File: src/rtl/q2_panel.sv
// q2_panel: front-panel synchronizer/debouncer and run/deposit/increment-P sequencer; define Q2_PANEL_AUTOINC_EN to chain each deposit into an increment-P pulse.
module q2_panel #(
  parameter int DEBOUNCE_CYCLES = 16,
  parameter int PULSE_CYCLES = 2
) (
  input  logic        clk,
  input  logic        rst,
  input  logic [11:0] sw_raw,
  input  logic        dep_raw,
  input  logic        incp_raw,
  input  logic        start_raw,
  input  logic        stop_raw,
  input  logic        halt,
  output logic [11:0] sw,
  output logic        dep,
  output logic        incp,
  output logic        run,
  output logic        busy
);
  localparam int DW = $clog2(DEBOUNCE_CYCLES + 1);
  localparam int PW = $clog2(PULSE_CYCLES + 1);
  localparam logic [DW-1:0] D_LAST = DW'(DEBOUNCE_CYCLES - 1);
  localparam logic [PW-1:0] P_LAST = PW'(PULSE_CYCLES - 1);
  typedef enum logic [2:0] {IDLE, RUNNING, DEP, DEP_GAP, INCP, INCP_GAP} state_t;
`ifdef Q2_PANEL_AUTOINC_EN
  localparam state_t GAP_NEXT = INCP;
`else
  localparam state_t GAP_NEXT = IDLE;
`endif
  state_t state, state_n;
  logic [PW-1:0] pcnt, pcnt_n;
  logic [11:0] sw_s1, sw_s2;
  logic [3:0] b_raw, b_s1, b_s2, lvl, lvl_d, press;
  logic [DW-1:0] dcnt [4];
  logic halt_q, halt_d, halt_ev;
  logic dep_ev, incp_ev, start_ev, stop_ev;
  assign b_raw = {stop_raw, start_raw, incp_raw, dep_raw};
  assign {stop_ev, start_ev, incp_ev, dep_ev} = press;
  always_ff @(posedge clk) begin
    if (rst) begin
      sw_s1 <= '0;
      sw_s2 <= '0;
      b_s1 <= '0;
      b_s2 <= '0;
      lvl <= '0;
      lvl_d <= '0;
      press <= '0;
      halt_q <= 1'b0;
      halt_d <= 1'b0;
      halt_ev <= 1'b0;
      for (int i = 0; i < 4; i++) dcnt[i] <= '0;
    end else begin
      sw_s1 <= sw_raw;
      sw_s2 <= sw_s1;
      b_s1 <= b_raw;
      b_s2 <= b_s1;
      lvl_d <= lvl;
      press <= lvl & ~lvl_d;
      halt_q <= halt;
      halt_d <= halt_q;
      halt_ev <= halt_q & ~halt_d;
      // Any cycle agreeing with the debounced level restarts the stability count
      for (int i = 0; i < 4; i++) begin
        if (b_s2[i] == lvl[i]) dcnt[i] <= '0;
        else if (dcnt[i] == D_LAST) begin
          lvl[i] <= ~lvl[i];
          dcnt[i] <= '0;
        end else dcnt[i] <= dcnt[i] + 1'b1;
      end
    end
  end
  always_ff @(posedge clk) begin
    if (rst) begin
      state <= IDLE;
      pcnt <= '0;
      sw <= '0;
    end else begin
      state <= state_n;
      pcnt <= pcnt_n;
      if (state == IDLE) sw <= sw_s2;
    end
  end
  always_comb begin
    state_n = state;
    pcnt_n = '0;
    case (state)
      IDLE: state_n = stop_ev ? IDLE : start_ev ? RUNNING : dep_ev ? DEP : incp_ev ? INCP : IDLE;
      RUNNING: state_n = (stop_ev | halt_ev) ? IDLE : RUNNING;
      default: begin
        pcnt_n = (pcnt == P_LAST) ? '0 : pcnt + 1'b1;
        if (pcnt == P_LAST)
          state_n = state == DEP ? DEP_GAP : state == INCP ? INCP_GAP : state == DEP_GAP ? GAP_NEXT : IDLE;
      end
    endcase
  end
  assign run = state == RUNNING;
  assign dep = state == DEP;
  assign incp = state == INCP;
  assign busy = !(state == IDLE || state == RUNNING);
endmodule

File: config.mk
export PLATFORM = sky130hd
export DESIGN_NAME = q2_panel
export DESIGN_NICKNAME = d
export VERILOG_FILES = /design/src/rtl/q2_panel.sv
export SDC_FILE = /design/constraint.sdc
export NUM_CORES = 1
export LEC_CHECK = 0
export BUFFER_PORTS_ARGS = -buffer_cell sky130_fd_sc_hd__buf_2
export CAP_MARGIN = 10
export CORE_UTILIZATION = 60
export CTS_CLUSTER_SIZE = 40
export DETAILED_ROUTE_END_ITERATION = 10
export GPL_TIMING_DRIVEN = 0
export PLACE_DENSITY = 0.89
export SLEW_MARGIN = 20
export SYNTH_ARGS = -nofsm -noshare
export SYNTH_HDL_FRONTEND = slang
export SYNTH_SLANG_ARGS = --single-unit
export TNS_END_PERCENT = 20
File: constraint.sdc
create_clock -name clk -period 5.5 [get_ports clk]
set_clock_uncertainty 0.1 [all_clocks]
set_input_delay 0.55 -clock clk [delete_from_list [all_inputs] [get_ports clk]]
set_output_delay 0.55 -clock clk [all_outputs]
set_load 0.02 [all_outputs]
==> reports/qor.csv <==
metric,value,unit
globalRouteTotalUtil,20.0,%
final_cell_mix,"dfxtp_1, nor2b_1, buf_2",
whs,0.289,ns
setup_viol,0,
vias_per_cell,4.79,
num_io_pins,35,
grt_pass1_wl,7.49,mm
pwr-share-comb,9.8,%
htreeDepth,3,
dp_hpwl,3.32,mm
synth_edf_count,20,
antenna_cells,0,
hp-class,reg2reg,
post_cts_buffers,0,
synthTopCellsByArea,"dfxtp_1, edfxtp_1, nor2b_1",
critPathMostFrequentCell,buf_2,
cp_cell_sequence,"buf_2, nor2_1, and2_1, buf_2",
fmax,471,MHz
crit_arrival,1.47,ns
hold_end,press[3],
clk_latency,0.34,ns
endpoint_kind,output pin,
fin_tns_setup,0,ns
cts-root-buf,clkbuf_8,
place_ws,3.63,ns
p_sw,0.000284,W
ctsHoldBuffers,0,
cts.sinks,84,
postPlaceCellArea,0.00330,mm2
p_clk_share,35.3,%
cts_tree,done,
ir_drop,281,uV
grt_pass1_vias,1818,
yosys_warnings,0,
hold_viol,0,
drc,0,
dominantRegCellSynth,dfxtp_1,
initial_core_util,62.6,%
max_stage_delay,0.32,ns
total_power,0.00122,W
status,completed,
slew_headroom,66.4,%
power_frac_seq,54.9,%
synth_top_area_cell,dfxtp_1,
critPathKind,reg2out,
drtAntennaViolNets,0,
finalMaxSlewViolations,0,
row_count,25,
r2r-start,dcnt[2][0],
syn_area,0.00297,mm2
cp_data_required_time,4.85,ns
cts_buffers,9,
critPathMaxFanout,9,
die_w,72.4,um
rsz0062_at_grt,false,
wire_per_inst,11.8,um
r2r_setup_slack,3.63,ns
drive_gt1_share,17.8,%
p_int,0.000937,W
p_leak,1.50,nW
fillers,346,
power_density,348,mW/mm2
port_buffers,34,
netlist.area_leader.share,43.1,%
switching_share,23.2,%
grt_max_degree,14,
gp_congestion,0.713,
drt-pass1-iter-count,4,
worstHoldPathCells,1,
die_h,72.4,um
drt-total-wl,4.78,mm
yosysUniqueCellTypes,30,
async_flop_share,0,%
fin_nets,361,
synth_seq_cells,84,
routed-via-count,1939,
worstHoldStart,lvl_d[3],
grt_overflow,0,
start_kind,register,
drt-initial-drc-count,59,
path_clk_slew,0.08,ns
antenna_found_initial,0,
cts_buffer_depth,2,
synth_cells,269,
ys_seq_area_share,63.3,%
cpMaxStageDelayCell,nor2_1,
syn_to_final_growth,17.9,%
finalWorstSetupSlack,3.38,ns
core-area,0.00475,mm2
final_common_cell,dfxtp_1,
dieArea,0.00524,mm2
fin_crit,2.12,ns
reg2reg_to,dcnt[2][2],
max_cap_violations,0,
cts_resized,0,
seqCellArea,0.00188,mm2
stdcell_area,0.00351,mm2
worst_pin_slew,0.504,ns
multi_input_area,0.00106,mm2
rr_worst_depth,5,
syn_avg_cell_area,11.1,um2
period_share,38.6,%
## through the flow
step / cells / utilization, %
floorplan: 288 / -
global placement: 389 / 69.4
detailed placement: 389 / 69.4
CTS: 405 / 73.7
global route: 405 / 73.7
finish: 405 / 73.7
## cells by family (layout without fill, tap and decap cells)
group / Yosys count / after routing / synth area share (%)
simple gates: 118 / 118 / 20.7
flops: 84 / 84 / 63.3
buf+inv: 21 / 71 / 3.53
compound gates: 20 / 20 / 3.70
xor+xnor: 12 / 12 / 3.53
fa+ha+maj: 9 / 9 / 3.79
mux: 4 / 4 / 1.35
other cells: 1 / 20 / 0.126
## critical path, delay by kind of cell, from the launching register on
family / cells / cell delay [ns]
buffers and inverters: 2 / 0.32
AND/OR/NAND/NOR: 2 / 0.51
flip-flops: 1 / 0.30
## metal layers
metal / wire, um / vias to the layer above / track usage [%]
met3: 207 / 15 / 5.97
met4: 187 / 0 / 13.7
met5: 0 / - / 0
met1: 2020 / 890 / 21.0
li1: - / 979 / -
met2: 2360 / 55 / 34.4
## area by class of cell
class / count / share of cell area, %
Sequential cell: 84 / 53.7
Multi-Input combinational cell: 183 / 30.2
Clock buffer: 13 / 5.46
Timing Repair Buffer: 34 / 4.85
Tap cell: 67 / 2.39
Buffer: 10 / 1.82
Inverter: 11 / 1.18
Clock inverter: 3 / 0.428
## synth_stat cells (2+ instances only)
cell      instances
ha_1              9
xnor2_1           8
a21oi_1          16
nand2b_1          2
dfxtp_1          64
or3_1             4
nor4_1            3
mux2i_1           4
xor2_1            4
edfxtp_1         20
and2_1            2
nand2_1          26
nor2_1           26
buf_6             2
inv_1            11
buf_2             6
and3_1            4
nor2b_1          43
nand3_1           4
## state kept, by name (all words and copies together) (netlist names)
register / cells
halt_ev: 1
sw_s2: 12
sw_s1: 12
lvl_d: 4
b_s1: 4
lvl: 4
b_s2: 4
dcnt: 20
state: 3
pcnt: 2
halt_d: 1
halt_q: 1
sw: 12
press: 4
## how the worst max path moves through the flow
stage               startpoint    endpoint  cells past startpoint
finish                state[2]         run                      4
global placement    dcnt[2][0]  dcnt[2][2]                      5
CTS                   state[2]         run                      4
detailed placement  dcnt[2][0]  dcnt[2][2]                      5
global route          state[2]         run                      4
floorplan           dcnt[2][0]  dcnt[2][2]                      5
## power groups by stage
stage / sequential [W] / clock (W) / combinational [W]
2_1_floorplan: 0.000687 / 0 / 0.0000808
3_3_place_gp: 0.000682 / 0 / 0.000115
3_5_place_dp: 0.000684 / 0 / 0.000119
4_1_cts: 0.000670 / 0.000440 / 0.000120
5_1_grt: 0.000672 / 0.000463 / 0.000130
6_report: 0.000670 / 0.000431 / 0.000120
(Power assumes the default switching activity.)
